`config.mk`:
```
export PLATFORM = sky130hd
export DESIGN_NAME = irq_controller_prio
export DESIGN_NICKNAME = d
export VERILOG_FILES = /design/src/rtl/irq_controller_prio.sv
export SDC_FILE = /design/constraint.sdc
export NUM_CORES = 1
export LEC_CHECK = 0
export ABC_AREA = 0
export CORE_AREA = 2 2 74 76
export CTS_BUF_LIST = sky130_fd_sc_hd__clkbuf_4 sky130_fd_sc_hd__clkbuf_8
export DETAILED_ROUTE_END_ITERATION = 12
export DIE_AREA = 0 0 76 78
export PLACE_DENSITY = 0.89
export SYNTH_ARGS = -nofsm -noshare
export SYNTH_HDL_FRONTEND = slang
export SYNTH_SLANG_ARGS = --single-unit
```
`constraint.sdc`:
```
create_clock -name clk_i -period 1.8 [get_ports clk_i]
set_clock_uncertainty 0.05 [all_clocks]
set_input_delay 0.27 -clock clk_i [delete_from_list [all_inputs] [get_ports clk_i]]
set_output_delay 0.27 -clock clk_i [all_outputs]
set_load 0.02 [all_outputs]
```
`src/rtl/irq_controller_prio.sv`:
```
// ---------------------------------------------------------------------------
// irq_controller_prio
//
// Purpose:
//   Multi-source priority interrupt controller sitting between peripherals,
//   the CSR unit and the core's trap logic. Each source is either level or
//   rising-edge triggered. A source can be taken when its mie bit is set and
//   the global enable is set. The lowest pending index wins. The controller
//   tracks whether an exception was taken inside an interrupt handler, so the
//   interrupt context survives the nested exception.
//
// Ports:
//   clk_i          clock
//   rst_i          synchronous active-high reset
//   exception_i    synchronous exception being taken this cycle
//   irq_req_i      raw interrupt request lines (N_IRQ)
//   irq_mask_i     per-source enables, mie CSR bits (N_IRQ)
//   mie_i          global interrupt enable (mstatus.MIE)
//   mret_i         mret executing this cycle
//   irq_o          take the interrupt trap this cycle
//   irq_cause_o    mcause value for the interrupt (32)
//   irq_ack_o      one-hot acknowledge, pulsed together with irq_o (N_IRQ)
//   irq_pending_o  pending vector, unmasked (mip read value) (N_IRQ)
//   irq_ret_o      return from the interrupt handler
// ---------------------------------------------------------------------------
module irq_controller_prio #(
   parameter int          N_IRQ      = 16,
   parameter logic [15:0] EDGE_MASK  = 16'h0000,
   parameter int          CAUSE_BASE = 16
) (
   input  logic             clk_i,
   input  logic             rst_i,
   input  logic             exception_i,
   input  logic [N_IRQ-1:0] irq_req_i,
   input  logic [N_IRQ-1:0] irq_mask_i,
   input  logic             mie_i,
   input  logic             mret_i,
   output logic             irq_o,
   output logic [31:0]      irq_cause_o,
   output logic [N_IRQ-1:0] irq_ack_o,
   output logic [N_IRQ-1:0] irq_pending_o,
   output logic             irq_ret_o
);

   localparam logic [N_IRQ-1:0] EDGE_SRC    = EDGE_MASK[N_IRQ-1:0];
   localparam logic [31:0]      CAUSE_RESET = 32'h8000_0000 | 32'(CAUSE_BASE);

   // Two independent flags encoded as states: inside an interrupt handler,
   // inside an exception handler, or an exception nested in an interrupt.
   typedef enum logic [1:0] {
      IDLE    = 2'd0,
      IRQ     = 2'd1,
      EXC     = 2'd2,
      IRQ_EXC = 2'd3
   } state_t;

   state_t           state_q, state_d;
   logic [N_IRQ-1:0] pend_edge_q, pend_edge_d;
   logic [N_IRQ-1:0] req_prev_q, req_prev_d;
   logic [31:0]      cause_q, cause_d;

   logic [N_IRQ-1:0] pend;
   logic [N_IRQ-1:0] eligible;
   logic [N_IRQ-1:0] sel_onehot;
   logic [4:0]       sel;
   logic             exc_eff;
   logic             irq_take;
   logic [N_IRQ-1:0] ack;
   logic [31:0]      cause_now;

   // Pending vector and priority selection. Level sources follow the request
   // line directly; edge sources come from the stored pend register. The
   // loop runs from the top down so the lowest eligible index is kept last.
   always_comb begin
      pend       = (pend_edge_q & EDGE_SRC) | (irq_req_i & ~EDGE_SRC);
      eligible   = pend & irq_mask_i;
      sel        = '0;
      sel_onehot = '0;
      for (int i = N_IRQ - 1; i >= 0; i--) begin
         if (eligible[i]) begin
            sel        = 5'(i);
            sel_onehot = '0;
            sel_onehot[i] = 1'b1;
         end
      end
   end

   // Trap decision. Reset is folded in so that nothing is taken or returned
   // while the block is being reset, even if it was mid-handler.
   always_comb begin
      exc_eff   = exception_i || (state_q == EXC) || (state_q == IRQ_EXC);
      irq_take  = !rst_i && (state_q == IDLE) && !exception_i && mie_i && (|eligible);
      ack       = irq_take ? sel_onehot : '0;
      cause_now = 32'h8000_0000 | (32'(CAUSE_BASE) + {27'b0, sel});
      cause_d   = irq_take ? cause_now : cause_q;
   end

   // Edge capture. A fresh rising edge in the same cycle as the ack must not
   // be lost, so the set term is ORed in after the ack clear.
   always_comb begin
      pend_edge_d = ((pend_edge_q & ~ack) | (irq_req_i & ~req_prev_q)) & EDGE_SRC;
      req_prev_d  = irq_req_i;
   end

   // Handler nesting. An exception always takes priority over an mret in the
   // same cycle; a repeated exception inside EXC/IRQ_EXC does not add depth.
   always_comb begin
      state_d = state_q;
      case (state_q)
         IDLE: begin
            if (exception_i)   state_d = EXC;
            else if (irq_take) state_d = IRQ;
         end
         IRQ: begin
            if (exception_i)   state_d = IRQ_EXC;
            else if (mret_i)   state_d = IDLE;
         end
         EXC: begin
            if (!exception_i && mret_i) state_d = IDLE;
         end
         IRQ_EXC: begin
            if (!exception_i && mret_i) state_d = IRQ;
         end
         default: state_d = IDLE;
      endcase
   end

   // All state registers with synchronous reset.
   always_ff @(posedge clk_i) begin
      if (rst_i) begin
         state_q     <= IDLE;
         pend_edge_q <= '0;
         req_prev_q  <= '0;
         cause_q     <= CAUSE_RESET;
      end else begin
         state_q     <= state_d;
         pend_edge_q <= pend_edge_d;
         req_prev_q  <= req_prev_d;
         cause_q     <= cause_d;
      end
   end

   // The cause is shown live while trapping and held afterwards, so the CSR
   // unit can read it at any point during the handler.
   always_comb begin
      irq_o         = irq_take;
      irq_ack_o     = ack;
      irq_cause_o   = irq_take ? cause_now : cause_q;
      irq_pending_o = rst_i ? '0 : pend;
      irq_ret_o     = !rst_i && mret_i && !exc_eff;
   end

endmodule

```
==> flow_metrics.env, run 1 <==
export IMPL_insertion_delay_ns=0.29
export IMPL_endpoint_kind="primary output"
export IMPL_viasPerCell=5.064
export IMPL_cts_buffers=5
export IMPL_violations="setup timing"
export IMPL_ant_nets=0
export IMPL_synth_main_ff_cell="dfxtp_1"
export IMPL_start_util=0.3471
export IMPL_cts_sinks=34
export IMPL_finalCritPeriodShare=1.262
export IMPL_fin_area_sq_um=4111
export IMPL_core_area_sq_um=5042
export IMPL_final_min_clock_period_ns=2.272
export IMPL_cts_htree_levels=2
export IMPL_dieArea_sq_um=5928
export IMPL_gr_total_overflow=0
export IMPL_clk_pin_slew_ns=0.07
export IMPL_place_gp_congestion=0.8199
export IMPL_final_cells=469
export IMPL_synthCells=211
export IMPL_cp_common_cell="buf_6"
export IMPL_power_w=0.001955
export IMPL_hold_ws_ns=0.3869
export IMPL_wl_per_cell_um=18.64
export IMPL_seqPwrFrac=0.390
export IMPL_nFillCells=278
export IMPL_hpwl_um=4995
export IMPL_nets=435
export IMPL_rr_worst_depth=8
export IMPL_routed_wl_um=8742
export IMPL_synth_edf_count=0
export IMPL_antenna_cells=0
export IMPL_antenna_found_initial=0
export IMPL_p_sw_frac=0.3057
export IMPL_grt_pass1_wl_um=12820
export IMPL_die_y_um=78
export IMPL_cts_tree="yes"
export IMPL_synth_nets=248
export IMPL_grt_usage=0.2756
export IMPL_worst_path_buf_inv=2
export IMPL_cpPeakStageDelay_ns=0.58
export IMPL_io_buffers=102
export IMPL_die_x_um=76
export IMPL_syn_to_final_growth_pct=134.9
export IMPL_grt_max_degree=30
export IMPL_p_sw_w=0.0005977
export IMPL_vdd_drop_max_mv=0.6588
export IMPL_p_int_w=0.001357
export IMPL_dr_pass1_iters=4
export IMPL_drc=0
export IMPL_vias=2375
export IMPL_required_ns=1.48
export IMPL_power_leakage_nw=1.936
export IMPL_power_frac_comb=0.304
export IMPL_cp_arrival_ns=1.95
export IMPL_clockBufferDepth=2
export IMPL_grt_pass1_vias=2450
export IMPL_synthArstFlopShare=0
export IMPL_drv_cap=0
export IMPL_worst_pin_slew_ns=0.3352
export IMPL_setup_viol=72
export IMPL_slew_headroom=0.7748
export IMPL_setup_slack_ns=-0.4723
export IMPL_yosys_warnings=0
export IMPL_critical_path_top_delay_family="simple AND/OR/NAND/NOR gates"
export IMPL_crit_type="in -> out"
export IMPL_hold_viol=0
export IMPL_synth_seq_cells=34
export IMPL_placed_cell_area_sq_um=3467
export IMPL_syn_area_per_cell_sq_um=8.296
export IMPL_syn_area_sq_um=1750
export IMPL_drv_slew=0
export IMPL_cellPowerDensity_nw_per_um2=475.5
export IMPL_rsz0062_at_grt="yes"
export IMPL_drt_iter0_drc=74
export IMPL_numPlacedInstances=435
export IMPL_path_cells="buf_6, a22o_4, nor4_4, nand2_1, or4_4, nor2_4, buf_6"
export IMPL_crit_path_max_fanout=2
export IMPL_finalSetupTns_ns=-18.27
export IMPL_hp_class="in -> reg"
export IMPL_drive_above_1_share=0.5940
export IMPL_hold_depth=3
export IMPL_yosysSeqAreaShare=0.3888
export IMPL_run_status="finished, violations left"
export IMPL_worst_setup_path_start_kind="input port"
export IMPL_crit_path_top_delay_cell="or4_4"
export IMPL_synthDistinctLibCells=31
export IMPL_cp_depth=7
export IMPL_num_rows=26
export IMPL_p_clk_frac=0.307
export IMPL_ioPinCount=103
export IMPL_fmax_mhz=440.1
export IMPL_cts_root_buffer="clkbuf_8"
-- flip-flops by register name, summed over array words and instances, names as in the netlist --
signal	cells
state_q	2
cause_q	32
-- power groups by stage --
stage                     clock network [W]  logic [W]  registers (W)
after floorplan                           0   0.000199       0.000776
after global placement                    0   0.000468       0.000776
after detailed placement                  0   0.000480       0.000776
after CTS                          0.000589   0.000534       0.000760
after global routing               0.000639   0.000622       0.000762
final                              0.000599   0.000594       0.000762
-- synthesized netlist by cell type, types with 2 or more instances --
| cell type | n | area [sq um] |
|---|---|---|
| a21oi_1 | 7 | 35.03 |
| a22o_1 | 6 | 52.55 |
| a22oi_1 | 5 | 37.54 |
| and2_1 | 53 | 331.6 |
| buf_2 | 3 | 15.01 |
| buf_6 | 3 | 33.78 |
| clkbuf_1 | 4 | 15.01 |
| dfxtp_1 | 34 | 680.7 |
| nand2_1 | 24 | 90.09 |
| nand2b_1 | 2 | 12.51 |
| nand3_1 | 9 | 45.04 |
| nand4_1 | 3 | 18.77 |
| nor2_1 | 9 | 33.78 |
| nor2b_1 | 17 | 106.4 |
| nor3_1 | 6 | 30.03 |
| nor4_1 | 6 | 37.54 |
| o2111ai_1 | 2 | 17.52 |
| or3_1 | 5 | 31.28 |
-- logic make-up after synthesis --
family                 count (synthesis)  share of synthesized area
AO/OA/AOI/OAI                         27                     0.1151
buffers and inverters                 12                    0.04217
AND/OR/NAND/NOR                      138                     0.4539
flip-flops                            34                     0.3888
-- worst min-delay path, cell delays in order --
cell	delay [ns]
dlygate4sd2_1	0.29
a21oi_1	0.07
nor2_1	0.07
-- worst paths after layout --
kind / startpoint / endpoint / slack [ns]
setup / recovery: irq_mask_i[2] / irq_ack_o[13] / -0.47
hold / removal: exception_i / state_q[1] / 0.39
setup reg to reg: state_q[0] / cause_q[3] / 0.11
hold reg to reg: cause_q[31] / cause_q[31] / 0.40
-- repair_timing --
| item | in CTS | in global routing |
|---|---|---|
| pin swaps | 41 | 31 |
| hold buffers | 0 | 0 |
| cloned | 6 | 0 |
| gates resized for setup | 458 | 29 |
| endpoints found under the hold margin | 0 | 0 |
| setup buffers | 12 | 9 |
| endpoints found under the setup margin | 98 | 80 |
-- area by class of cell --
cell class                 instances  area, sq um  area share
tap                               70        87.58     0.02130
inverter                           2        15.01    0.003652
timing repair buffer             187         1789      0.4352
clock inverter                     2        12.51    0.003043
clock buffer                       6        82.58     0.02009
multi-input combinational        168         1441      0.3506
sequential                        34        683.2      0.1662
-- stage by stage --
stage	setup WS, ns	utilization
2_1_floorplan	-0.1853	-
3_3_place_gp	-1.178	0.6876
3_5_place_dp	-1.255	0.6876
4_1_cts	-0.4966	0.7841
5_1_grt	-0.5088	0.8154
6_report	-0.4723	0.8154
-- metal layers --
layer  track usage  share of wire
met4        0.1182          0.036
met1        0.3091           0.39
met3       0.05465          0.046
met2        0.5080           0.53
met5             0              0
-- placed cells by master (no fill, tap or decap), types with 2 or more instances in the layout --
cell type / n
nor3_4: 4
nor4_4: 7
nand4_1: 3
buf_2: 7
buf_12: 3
dfxtp_1: 32
or3_1: 3
or3_4: 2
buf_8: 2
dlygate4sd2_1: 33
buf_16: 3
nand2_1: 19
a22oi_2: 5
a22o_1: 4
and2_1: 23
nor2_1: 2
nand2_2: 4
clkdlybuf4s50_1: 2
dfxtp_2: 2
nand3_1: 7
nor2_2: 2
a21oi_1: 5
buf_6: 63
and2_4: 30
nand2b_4: 2
a22o_4: 2
clkbuf_8: 6
nand3_2: 2
nor2_4: 8
clkdlybuf4s15_1: 4
nor2b_1: 16
buf_4: 69
Power figures use the tool's default switching activity.
==> run 2, diff against run 1 <==
SKIP_LAST_GASP = 1   (was unset)
==> run 2 against run 1 <==
Register-to-register slack got worse by 0.04 ns. Routed wire length is 0.10% higher. Highest routed layer unchanged. Critical endpoint unchanged. Largest cell class unchanged. Global-route usage decreased by 1.0 points. The flow still finishes with violations (setup timing). Setup slack improved by 0.061 ns.
==> flow_metrics.env, run 2 (synthesis gave the netlist of run 1 again) <==
export IMPL_drc=0
export IMPL_multi_input_area_sq_um=1413
export IMPL_viasPerCell=5.038
export IMPL_top_register="cause_q"
export IMPL_worst_setup_path_start_kind="input port"
export IMPL_r2r_start="state_q[0]"
export IMPL_violations="setup timing"
export IMPL_timing_hold_worst_start="exception_i"
export IMPL_cts_root_buffer="clkbuf_8"
export IMPL_seqCellArea_sq_um=683.2
export IMPL_insertion_delay_ns=0.28
export IMPL_critPathLaunch="irq_req_i[0]"
export IMPL_cts_tree="yes"
export IMPL_grt_usage=0.2656
export IMPL_cts_sinks=34
export IMPL_antenna_found_initial=0
export IMPL_grt_pass1_wl_um=12470
export IMPL_ctsHoldBuffers=0
export IMPL_final_min_clock_period_ns=2.211
export IMPL_drv_cap=0
export IMPL_wl_per_cell_um=18.62
export IMPL_setup_viol=62
export IMPL_setup_slack_ns=-0.4114
export IMPL_syn_to_final_growth_pct=132.7
export IMPL_run_status="finished, violations left"
export IMPL_place_gp_congestion=0.8199
export IMPL_cp_arrival_ns=1.89
export IMPL_antenna_cells=0
export IMPL_p_sw_w=0.0005844
export IMPL_routed_wl_um=8751
export IMPL_grt_pass1_vias=2380
export IMPL_p_sw_frac=0.3016
export IMPL_hpwl_um=4995
export IMPL_drt_iter0_drc=124
export IMPL_ioPinCount=103
export IMPL_p_clk_frac=0.307
export IMPL_rsz0062_at_grt="yes"
export IMPL_die_x_um=76
export IMPL_cts_buffers=5
export IMPL_numPlacedInstances=435
export IMPL_nFillCells=282
export IMPL_dieArea_sq_um=5928
export IMPL_io_buffers=102
export IMPL_mostFrequentLayoutCells="buf_4, buf_6, dlygate4sd2_1"
export IMPL_hold_ws_ns=0.3425
export IMPL_drv_slew=0
export IMPL_crit_path_max_fanout=3
export IMPL_clockBufferDepth=2
export IMPL_fmax_mhz=452.2
export IMPL_core_area_sq_um=5042
export IMPL_power_leakage_nw=1.923
export IMPL_gr_total_overflow=0
export IMPL_ant_nets=0
export IMPL_seqPwrFrac=0.393
export IMPL_worst_pin_slew_ns=0.3936
export IMPL_top_regs="cause_q x32, state_q x2"
export IMPL_dr_pass1_iters=4
export IMPL_power_frac_comb=0.300
export IMPL_hp_class="in -> reg"
export IMPL_required_ns=1.48
export IMPL_finalCritPeriodShare=1.229
export IMPL_vdd_drop_max_mv=0.5899
export IMPL_start_util=0.3471
export IMPL_num_rows=26
export IMPL_finalSetupTns_ns=-16.83
export IMPL_grt_max_degree=30
export IMPL_hold_viol=0
export IMPL_die_y_um=78
export IMPL_cts_htree_levels=2
export IMPL_nets=436
export IMPL_final_cells=470
export IMPL_endpoint_kind="primary output"
export IMPL_p_int_w=0.001353
export IMPL_largest_register_ffs=32
export IMPL_crit_type="in -> out"
export IMPL_cellPowerDensity_nw_per_um2=475.7
export IMPL_slew_headroom=0.7358
export IMPL_vias=2368
export IMPL_final_common_cell="buf_4"
export IMPL_drive_above_1_share=0.5850
export IMPL_clk_pin_slew_ns=0.07
run 2: cell count changes in the layout (fill, tap and decap cells not counted), sizes merged:
cell / change
buf: +1
clkbuf: -1
clkdlybuf4s15: +1
run 2: layout make-up:
| type | count | area share |
|---|---|---|
| clock buffer | 6 | 0.02027 |
| inverter | 2 | 0.003686 |
| tap | 70 | 0.02150 |
| clock inverter | 2 | 0.003071 |
| multi-input combinational | 168 | 0.3467 |
| sequential | 34 | 0.1677 |
| timing repair buffer | 188 | 0.4370 |
run 2: repair_timing:
action,CTS,global route
cloned,6,0
pin swaps,41,29
buffers inserted,12,9
endpoints found under the setup margin,98,80
gates resized for setup,432,43
run 2: critical path, cell delays in order:
cell and delay, ns:
buf_8 0.10, a22o_4 0.26, nor4_4 0.31, nand2_1 0.12, or4_4 0.57, nor2_4 0.13
buf_6 0.12
run 2: through the flow:
step / instance area (sq um) / utilization / setup WS (ns) / power, W
finish: 4074 / 0.8079 / -0.4114 / 0.001938
global route: 4074 / 0.8079 / -0.4677 / 0.002007
CTS: 3879 / 0.7692 / -0.4966 / 0.001877
detailed placement: 3467 / 0.6876 / -1.255 / 0.001257
global placement: 3467 / 0.6876 / -1.178 / 0.001244
floorplan: 1968 / - / -0.1853 / 0.0009745
run 2: final timing paths:
| check | cells after the start | end | slack [ns] |
|---|---|---|---|
| worst min register to register | 1 | cause_q[10] | 0.42 |
| worst min-delay path | 3 | state_q[1] | 0.34 |
| worst max register to register | 8 | cause_q[3] | 0.07 |
| worst max-delay path | 7 | irq_ack_o[13] | -0.41 |
run 2: power groups by stage:
stage / Combinational (W) / Clock [W] / Sequential [W]
floorplan: 0.000199 / 0 / 0.000776
global placement: 0.000468 / 0 / 0.000776
detailed placement: 0.000480 / 0 / 0.000776
CTS: 0.000527 / 0.000589 / 0.000760
global route: 0.000608 / 0.000637 / 0.000761
finish: 0.000582 / 0.000595 / 0.000761
run 2: metal layers:
metal	GRT usage	vias up	wire, um
li1	-	1112	-
met1	0.3024	1136	3383
met2	0.4973	95	4696
met3	0.05814	25	403
met4	0.07818	0	267
met5	0	-	0
==> run 3, diff against run 2 <==
SKIP_CTS_REPAIR_TIMING = 1   (was unset)
==> run 3 against run 2 <==
The run still ends with setup timing left. Die area is the same. Worst hold slack better by 0.062 ns. Sequential power about the same. Register-to-register slack worse by 0.10 ns. Cell count fell by 2.1%. First-iteration DRC count increased by 32%. Setup slack worse by 0.11 ns. Cell area is 0.31% lower. Clock-buffer cell count unchanged.
==> flow_metrics.env, run 3 (synthesis gave the netlist of run 1 again) <==
export IMPL_top_register="cause_q"
export IMPL_largest_register_ffs=32
export IMPL_clockBufferDepth=2
export IMPL_grt_max_degree=29
export IMPL_hpwl_um=4995
export IMPL_die_y_um=78
export IMPL_mostFrequentLayoutCells="buf_4, buf_6, dfxtp_1"
export IMPL_violations="setup timing"
export IMPL_drt_iter0_drc=164
export IMPL_hp_class="reg -> reg"
export IMPL_drc=0
export IMPL_insertion_delay_ns=0.28
export IMPL_grt_pass1_wl_um=10030
export IMPL_dieArea_sq_um=5928
export IMPL_gr_total_overflow=0
export IMPL_num_rows=26
export IMPL_cts_htree_levels=2
export IMPL_worst_path_buf_inv=3
export IMPL_required_ns=1.48
export IMPL_clk_pin_slew_ns=0.07
export IMPL_cts_buffers=5
export IMPL_crit_path_top_delay_cell="or4_4"
export IMPL_antenna_cells=0
export IMPL_cts_root_buffer="clkbuf_8"
export IMPL_final_min_clock_period_ns=2.321
export IMPL_path_cells="clkdlybuf4s50_1, nor4_2, nand2_1, buf_6, or4_4, nor2_4, buf_6"
export IMPL_slew_headroom=0.7123
export IMPL_power_leakage_nw=2.042
export IMPL_cts_sinks=34
export IMPL_cellPowerDensity_nw_per_um2=476.2
export IMPL_setup_slack_ns=-0.5213
export IMPL_grt_usage=0.2081
export IMPL_hold_viol=0
export IMPL_cp_common_cell="buf_6"
export IMPL_cts_tree="yes"
export IMPL_fmax_mhz=430.8
export IMPL_io_buffers=102
export IMPL_numPlacedInstances=435
export IMPL_drv_cap=0
export IMPL_top_regs="cause_q x32, state_q x2"
export IMPL_pre_cts_ws_ns=-1.255
export IMPL_die_x_um=76
export IMPL_antenna_found_initial=0
export IMPL_vias=2411
export IMPL_viasPerCell=5.241
export IMPL_ant_nets=0
export IMPL_worst_pin_slew_ns=0.4316
export IMPL_core_area_sq_um=5042
export IMPL_wl_per_cell_um=18.90
export IMPL_drv_slew=0
export IMPL_crit_type="in -> out"
export IMPL_syn_to_final_growth_pct=132.0
export IMPL_run_status="finished, violations left"
export IMPL_critical_path_top_delay_family="simple AND/OR/NAND/NOR gates"
export IMPL_cp_arrival_ns=2.00
export IMPL_place_gp_congestion=0.8199
export IMPL_start_util=0.3471
export IMPL_worst_setup_path_start_kind="input port"
export IMPL_final_common_cell="buf_4"
export IMPL_vdd_drop_max_mv=0.6488
export IMPL_endpoint_kind="primary output"
export IMPL_dr_pass1_iters=4
export IMPL_rsz0062_at_grt="yes"
export IMPL_setup_viol=92
export IMPL_nets=426
export IMPL_grt_pass1_vias=2107
export IMPL_ioPinCount=103
export IMPL_routed_wl_um=8695
export IMPL_drive_above_1_share=0.5564
export IMPL_cpPeakStageDelay_ns=0.57
export IMPL_crit_path_max_fanout=4
export IMPL_finalCritPeriodShare=1.290
export IMPL_final_cells=460
==> run 3: final timing paths <==
check / from / end / slack (ns) / depth (start not counted)
worst max-delay path: exception_i / irq_ack_o[13] / -0.52 / 7
worst min-delay path: cause_q[7] / cause_q[7] / 0.40 / 1
worst max register to register: state_q[1] / cause_q[27] / -0.03 / 9
worst min register to register: cause_q[7] / cause_q[7] / 0.40 / 1
==> run 3: cell type report <==
cell class | instances | area, sq um
flip-flops and latches | 34 | 681.9
well taps | 70 | 87.58
inverters | 2 | 20.02
clock inverters | 2 | 12.51
repair buffers | 178 | 1775
clock buffers | 6 | 82.58
multi-input cells | 168 | 1401
fillers | 261 | 980.9
==> run 3: power by group <==
| part | leakage (nW) | total [W] | switching [W] | internal, W |
|---|---|---|---|---|
| combinational | 1.72 | 0.000586 | 0.000294 | 0.000293 |
| sequential | 0.275 | 0.000761 | 0.00000338 | 0.000758 |
| clock | 0.0472 | 0.000587 | 0.000280 | 0.000307 |
| total | 2.04 | 0.00193 | 0.000577 | 0.00136 |
==> run 3: layer usage <==
metal | up-vias | GRT usage | share of wire
li1 | 1084 | - | -
met1 | 1172 | 0.2336 | 0.38
met2 | 124 | 0.3911 | 0.53
met3 | 31 | 0.04884 | 0.051
met4 | 0 | 0.06182 | 0.035
met5 | - | 0 | 0
==> run 3: per-stage QoR <==
stage	TNS (ns)	hold WS, ns	utilization	total power [W]	area (sq um)
2_1_floorplan	-0.8224	0.3374	-	0.0009745	1968
3_3_place_gp	-78.16	0.3710	0.6876	0.001244	3467
3_5_place_dp	-83.59	0.3754	0.6876	0.001257	3467
4_1_cts	-72.66	0.3922	0.7065	0.001831	3562
5_1_grt	-26.69	0.4378	0.8055	0.002005	4061
6_report	-20.86	0.4040	0.8055	0.001934	4061
